`config.mk`:
```
export PLATFORM = sky130hd
export DESIGN_NAME = shift_arbiter
export DESIGN_NICKNAME = d
export VERILOG_FILES = /design/src/rtl/shift_arbiter.sv
export SDC_FILE = /design/constraint.sdc
export NUM_CORES = 1
export LEC_CHECK = 0
export ABC_AREA = 1
export CAP_MARGIN = 20
export CELL_PAD_IN_SITES_DETAIL_PLACEMENT = 0
export CELL_PAD_IN_SITES_GLOBAL_PLACEMENT = 1
export CORE_MARGIN = 1
export CORE_UTILIZATION = 27
export DETAILED_ROUTE_END_ITERATION = 10
export PLACE_DENSITY_LB_ADDON = 0.05
export SLEW_MARGIN = 30
export SYNTH_ARGS = -nofsm -noshare
export SYNTH_HDL_FRONTEND = slang
export SYNTH_SLANG_ARGS = --single-unit
```
`constraint.sdc`:
```
create_clock -name clk -period 2.13 [get_ports clk]
set_input_delay 0.213 -clock clk [delete_from_list [all_inputs] [get_ports clk]]
set_output_delay 0.213 -clock clk [all_outputs]
set_load 0.01 [all_outputs]
```
`src/rtl/shift_arbiter.sv`:
```
// Two-port request arbiter that serialises shift operations onto one shared
// external shifter. Optional macro SHIFT_ARB_ROL_EN enables op 100 as rotate-left.
module shift_arbiter #(
  parameter bit PRIO_FIXED = 1'b0
) (
  input  logic        clk,
  input  logic        reset,
  input  logic        req0_valid,
  output logic        req0_ready,
  input  logic [2:0]  req0_op,
  input  logic [31:0] req0_data,
  input  logic [4:0]  req0_amt,
  input  logic        req1_valid,
  output logic        req1_ready,
  input  logic [2:0]  req1_op,
  input  logic [31:0] req1_data,
  input  logic [4:0]  req1_amt,
  output logic        rsp0_valid,
  input  logic        rsp0_ready,
  output logic        rsp1_valid,
  input  logic        rsp1_ready,
  output logic [31:0] rsp_data,
  output logic        rsp_err,
  output logic [31:0] sh_data,
  output logic [1:0]  sh_op,
  output logic [4:0]  sh_amt,
  input  logic [31:0] sh_result,
  output logic        busy
);

  typedef enum logic [1:0] {IDLE, EXEC, RESP} state_t;

  state_t      r_state;
  logic        r_port;
  logic        r_last;
  logic [2:0]  r_op;
  logic [31:0] r_data;
  logic [4:0]  r_amt;
  logic [31:0] r_rsp_data;
  logic        r_rsp_err;

  logic        w_live;
  logic        w_rsp_ready;
  logic        w_can;
  logic        w_win;
  logic        w_acc;
  logic [7:0]  w_dec;
  logic        w_legal;
  logic        w_exec;

  // Packs {legal, sh_op, sh_amt}; left shifts are done on the shared shifter
  // as a right shift by the complemented amount.
  function automatic logic [7:0] sh_decode(input logic [2:0] op, input logic [4:0] amt);
    logic [7:0] d;
    d = '0;
    case (op)
      3'b000:  d = {1'b1, 2'b00, ~amt};
      3'b001:  d = {1'b1, 2'b01, amt};
      3'b010:  d = {1'b1, 2'b10, amt};
      3'b011:  d = {1'b1, 2'b11, amt};
`ifdef SHIFT_ARB_ROL_EN
      3'b100:  d = {1'b1, 2'b11, 5'(6'd32 - {1'b0, amt})};
`endif
      default: d = '0;
    endcase
    return d;
  endfunction

  assign w_live      = ~reset;
  assign w_rsp_ready = r_port ? rsp1_ready : rsp0_ready;
  assign w_can       = w_live && ((r_state == IDLE) || ((r_state == RESP) && w_rsp_ready));

  always_comb begin
    if (req0_valid && req1_valid) w_win = PRIO_FIXED ? 1'b0 : ~r_last;
    else                          w_win = ~req0_valid;
  end

  assign w_acc      = w_can & (req0_valid | req1_valid);
  assign req0_ready = w_acc & ~w_win;
  assign req1_ready = w_acc & w_win;

  assign w_dec   = sh_decode(r_op, r_amt);
  assign w_legal = w_dec[7];
  assign w_exec  = w_live && (r_state == EXEC);

  assign sh_data    = w_exec ? r_data : '0;
  assign sh_op      = w_exec ? w_dec[6:5] : '0;
  assign sh_amt     = w_exec ? w_dec[4:0] : '0;
  assign busy       = w_live && (r_state != IDLE);
  assign rsp0_valid = w_live && (r_state == RESP) && ~r_port;
  assign rsp1_valid = w_live && (r_state == RESP) && r_port;
  assign rsp_data   = w_live ? r_rsp_data : '0;
  assign rsp_err    = w_live & r_rsp_err;

  always_ff @(posedge clk) begin
    if (reset) begin
      r_state    <= IDLE;
      r_port     <= 1'b0;
      r_last     <= 1'b1;
      r_rsp_data <= '0;
      r_rsp_err  <= 1'b0;
    end else begin
      if (w_acc) begin
        r_port <= w_win;
        r_last <= w_win;
      end
      case (r_state)
        IDLE: if (w_acc) r_state <= EXEC;
        EXEC: begin
          r_state    <= RESP;
          r_rsp_data <= w_legal ? sh_result : '0;
          r_rsp_err  <= ~w_legal;
        end
        RESP: if (w_rsp_ready) r_state <= w_acc ? EXEC : IDLE;
        default: r_state <= IDLE;
      endcase
    end
  end

  // Request payload is only meaningful once accepted; no reset needed.
  always_ff @(posedge clk) begin
    if (w_acc) begin
      r_op   <= w_win ? req1_op   : req0_op;
      r_data <= w_win ? req1_data : req0_data;
      r_amt  <= w_win ? req1_amt  : req0_amt;
    end
  end

endmodule

```
# Word level (Yosys, flattened, before mapping)

Index checks and enable logic that the tools add are counted.

Add/sub/neg operators: 0
Multiply operators: 0
Divide/modulo/power cells: 0
Order comparisons: 0
Equal/unequal tests: 7
Shift-type cells: 0
Mux-type cells: 15
Bitwise operators: 12
Reduce and logical (&&, ||, !) cells: 13

Operator list:

| kind                 | number |
|---|---|
| $mux W32             | 4 |
| $pmux W8 S4          | 1 |
| $mux W5              | 2 |
| $logic_and A1 B1 Y1  | 8 |
| $eq A3 B2 Y1 const B | 2 |
| $mux W2              | 3 |
| $not A1 Y1           | 6 |
| $pmux W2 S3          | 1 |
| $not A5 Y5           | 1 |
| $and A1 B1 Y1        | 4 |
| $ne A2 B2 Y1 const B | 2 |
| $eq A3 B1 Y1 const B | 1 |
| $logic_not A3 Y1     | 1 |
| $mux W1              | 3 |
| $mux W3              | 1 |
| $eq A2 B1 Y1 const B | 1 |
| $eq A2 B2 Y1 const B | 1 |
| $logic_not A2 Y1     | 1 |
| $reduce_and A2 Y1    | 1 |
| $reduce_bool A2 Y1   | 1 |
| $logic_or A1 B1 Y1   | 1 |
| $or A1 B1 Y1         | 1 |

Bits in registers: 77
Bits in latches: 0
Bits in writable memories: 0
Bits in read-only memories: 0
Input bits: 118
Output and inout port bits: 77
Logic and storage cells: 55
Memories kept: 0

# Logic depth before layout (Yosys ltp)

Gate-level depths: netlist of run 1.

Depth in word-level cells: 8
Mapped depth: 7
Mapped depth without buffers: 6

# Worst setup path after synthesis of run 1

No wires, ideal clock.

Path kind: in2reg
From: input port reset
To: register r_amt[0] (enable)
Setup time: 0.395 ns
Arrival: 1.492 ns
Required time: 1.735 ns
Slack: 0.244 ns
Cell stages on the path: 6
Path buffers: 1
Path through: buf_6 > inv_2 > nand2_1 > nor2_2 > nand2_1 > inv_1

Longest elaborated chain between the ends: 3

RTL lines:

| element                | line | text |
|---|---|---|
| start: declaration     | 7    | `input logic reset,` |
| $not A1 Y1             | 69   | `assign w_live = ~reset;` |
| $logic_and A1 B1 Y1    | 71   | `assign w_can = w_live && ((r_state == IDLE) \|\| ((r_state == RESP) && w_rsp_ready));` |
| $and A1 B1 Y1          | 78   | `assign w_acc = w_can & (req0_valid \| req1_valid);` |
| via w_acc              | 46   | `logic w_acc;` |
| end signal: assignment | 125  | `r_amt <= w_win ? req1_amt : req0_amt;` |
| end: declaration       | 38   | `logic [4:0] r_amt;` |

The timed path passes the listed nets, and every way through them passes these cells.
A chain may end at the register's enable or synchronous reset.

# Worst setup path in the final report of run 1

From: input port reset
To: output port sh_op[0]

Longest elaborated chain between the ends: 3

RTL lines:

| element             | line | text |
|---|---|---|
| $not A1 Y1          | 69   |  |
| $logic_and A1 B1 Y1 | 84   | `assign w_exec = w_live && (r_state == EXEC);` |
| $mux W2             | 87   | `assign sh_op = w_exec ? w_dec[6:5] : '0;` |
| end: declaration    | 25   | `output logic [1:0] sh_op,` |

Every way passes these cells.

==> results of run 1 <==
## flip-flops by register name, indices dropped and copies added, names as in the netlist
signal      flops
r_op            3
r_rsp_err       1
r_rsp_data     32
r_amt           5
r_last          1
r_state         2
r_port          1
r_data         32
## kinds of logic (layout without fill, tap and decap cells)
family	Yosys count	count (layout)
simple gates	312	312
buf+inv	101	301
flops	77	77
compound gates	5	5
xor+xnor	5	5
## worst min-delay path, cell delays in order
cell             delay, ns
clkdlybuf4s50_1       0.39
nand3_1               0.07
nand2_1               0.04
## power breakdown
group | leakage, nW | switching, W | total, W | internal [W]
Sequential | 0.681 | 0.0000334 | 0.00171 | 0.00168
Combinational | 1.93 | 0.000341 | 0.000727 | 0.000386
Clock | 0.144 | 0.000565 | 0.00146 | 0.000891
## repair_timing
item	in CTS	in global routing
setup endpoints to repair	0	2
resized for setup	0	2
hold endpoints to repair	0	0
hold buffers	0	0
## worst paths after layout
| path | slack, ns | end | from |
|---|---|---|---|
| worst max-delay path | 0.11 | sh_op[0] | reset |
| worst min register to register | 0.50 | r_rsp_data[20]$_SDFFE_PP0N_ | r_rsp_data[20]$_SDFFE_PP0N_ |
| worst min-delay path | 0.44 | r_rsp_data[28]$_SDFFE_PP0N_ | sh_result[28] |
| worst max register to register | 0.66 | r_data[17]$_DFFE_PP_ | r_state[0]$_SDFFE_PP0P_ |
## cells in the final DEF, fill, tap and decap left out, drive strengths merged
master / instances
nand3: 38
edfxtp: 40
o22a: 1
a21oi: 2
dlymetal6s2s: 2
inv: 75
xnor2: 5
clkdlybuf4s50: 192
buf: 14
nand2: 195
dfxtp: 37
clkbuf: 15
nor2: 79
o21ai: 2
clkinv: 3
## cell usage after synthesis
| library cell | n |
|---|---|
| a21oi_1 | 2 |
| buf_2 | 17 |
| buf_4 | 3 |
| buf_6 | 1 |
| clkbuf_1 | 3 |
| clkinv_1 | 1 |
| dfxtp_1 | 37 |
| edfxtp_1 | 40 |
| inv_1 | 73 |
| inv_2 | 3 |
| nand2_1 | 194 |
| nand2_4 | 1 |
| nand3_1 | 38 |
| nor2_1 | 76 |
| nor2_2 | 2 |
| nor2_8 | 1 |
| o21ai_0 | 1 |
| o21ai_2 | 1 |
| o22a_1 | 1 |
| xnor2_1 | 5 |
## final cells by class
| type | instances | share of cell area (%) |
|---|---|---|
| Sequential cell | 77 | 31.5 |
| Multi-Input combinational cell | 322 | 21.6 |
| Clock inverter | 1 | 0.0813 |
| Timing Repair Buffer | 208 | 33.9 |
| Inverter | 77 | 4.70 |
| Tap cell | 176 | 3.58 |
| Clock buffer | 15 | 4.53 |
## metrics by stage
| step | hold WS, ns | utilization [%] |
|---|---|---|
| floorplan | 0.347 | - |
| global placement | 0.492 | 44.1 |
| detailed placement | 0.498 | 44.1 |
| CTS | 0.424 | 46.3 |
| global route | 0.445 | 46.3 |
| finish | 0.439 | 46.3 |
## metal layers
metal	global-route usage [%]	vias up	part of all wire, %
met5	0	-	0
met4	6.88	0	1.5
met3	5.27	10	7.5
met2	28.2	108	51
met1	16.9	1569	41
li1	-	1891	-
==> summary.md, run 1 <==
| Metric | Value |
|---|---|
| Max stage delay on crit path | roughly 0.6 ns |
| LEAKAGE | approximately 2.8 nW |
| Synth Area in Adders | 0% |
| Antenna-violating nets left | 0 |
| TritonCTS clock tree | built |
| Initial Util | 27.7% |
| Mapped cell area | about 3700 sq um |
| # IOs | approximately 200 |
| Final Critical Period | roughly 2 ns |
| Post-Syn Instances | 500 |
| Share of the synthesized area in the top cell type | roughly a third |
| R2R depth | 7 |
| Non-filler cells, final | approximately 880 |
| Crit path cell chain | clkdlybuf4s50_1, buf_4, nor2_8, inv_2, buf_4, nor2_1, clkdlybuf4s50_1 |
| Max Root-Sink Buffers | 2 |
| Seq/Total Area, Yosys | a little over half |
| Peak supply drop | ~0.35 mV |
| Clock latency on the worst-skew pair | between 0.3 and 0.4 ns |
| Number of max-cap violations | 0 |
| Overall Power | roughly 0.004 W |
| Worst path slowest cell | clkdlybuf4s50_1 |
| Num Clock Sinks | 77 |
| Routed length per instance | between 10 and 15 um |
| Drt pass-1 iters | 4 |
| CP max FO | 4 |
| Register area | slightly below 2000 sq um |
| Die Wd | roughly 120 um |
| GR Util All Layers | about 16% |
| Max Slew Vio Count | 0 |
| Hold Path Depth | 3 |
| Multi-input combinational cell area | ~1300 sq um |
| Worst hold path class | in2reg |
| Post-route clock skew | roughly 0.0034 ns |
| Worst Setup End Kind | primary output |
| Syn nets | slightly above 600 |
| Largest net degree at the start of global routing | 41 |
| Port-buffer cells | around 190 |
| Power Density | about 630 nW/um^2 |
| Final instance area | just over 6000 sq um |
| Worst relative slew slack | 69.9% |
| Simple logic cell fraction of the synthesized area | 33.9% |
| TNS Setup | 0 ns |
| Fin nets | about 800 |
| Post-synthesis compound-gate area fraction | less than 1% |
| Layout cell share with drive strength beyond 1 | 5.29% |
| HPWL after DPL | between 7000 and 8000 um |
| Crit Path Class | in2out |
| Cell variety after synth | 20 |
| Std cell rows | 42 |
| Residual DRC | 0 |
| Multiplexer share of the synthesized area | 0% |
| Largest family of logic cells by synthesized area | simple AND/OR/NAND/NOR gates |
| CP required | between 1.5 and 2 ns |
| Vias per std cell | approximately 4.1 |
| Final Hold Fails | 0 |
| # fillers | about 1400 |
| First-pass GRT wire length | roughly 17000 um |
| WP depth | 7 |
| CTS root buf | clkbuf_16 |
| Num CTS Buffers | 9 |
| Placement Cell Area | between 5000 and 6000 sq um |
| Vias in the first global route | 3603 |
| Measured slew at the worst slew-check pin | about 0.45 ns |
| Via count | between 3000 and 4000 |
| RePlAce Congestion | between 0.7 and 0.8 |
| Crit path buffers/inverters | 5 |
| Synth warnings | 0 |
| Inserted Diodes | 0 |
| Fmax achieved | around 0.5 GHz |
| Total grt overflow | 0 |
| Largest area contributor in the netlist | edfxtp_1 |
| Clock slew seen by the registers of the worst setup and hold paths | roughly 0.05 ns |
| CP Data Arrival Time | 1.80 ns |
| Worst path top cell family by delay | buffers and inverters |
| Area delta synth->final | 67.1% |
| Count of final setup violators | 0 |
| Status | complete, no violations |
| # Post-CTS Setup Buffers | 0 |
| Syn_area_per_cell | 7.37 sq um |
| RSZ-0062 raised after global routing | false |
| Detailed Route Iter0 Violations | 140 |
| Die height | 119 um |
| Die Area | roughly 14000 sq um |
| Post-Synth XOR/XNOR Area | 1.19% |
| H-tree depth | 3 |
| CP Launch Type | input pin |
| Initial antenna violation count | 0 |
| Setup WS pre-CTS | 0.0845 ns |
| Largest cells by area after synthesis | edfxtp_1 (33%), dfxtp_1 (20%), nand2_1 (20%) |
| PnR worst setup slack | 0.113 ns |
| Tcrit/Tclk final | approximately 95% |
| Placed Cells | 860 |
| Post-Route WL | about 11000 um |
| Core Footprint | 13300 sq um |
| Flops & latches, synth | slightly below 80 |
Note: power is estimated with default switching activity, not from simulation.
==> run 2, diff against run 1 <==
--- a/config.mk
+++ b/config.mk
@@ -6,13 +6,13 @@
 export NUM_CORES = 1
 export LEC_CHECK = 0
 export ABC_AREA = 1
-export CAP_MARGIN = 20
 export CELL_PAD_IN_SITES_DETAIL_PLACEMENT = 0
 export CELL_PAD_IN_SITES_GLOBAL_PLACEMENT = 1
 export CORE_MARGIN = 1
 export CORE_UTILIZATION = 27
 export DETAILED_ROUTE_END_ITERATION = 10
 export PLACE_DENSITY_LB_ADDON = 0.05
+export SKIP_LAST_GASP = 1
 export SLEW_MARGIN = 30
 export SYNTH_ARGS = -nofsm -noshare
 export SYNTH_HDL_FRONTEND = slang
==> results of run 2 <==
The final DEF is identical to that of run 1; final timing and power are the same.
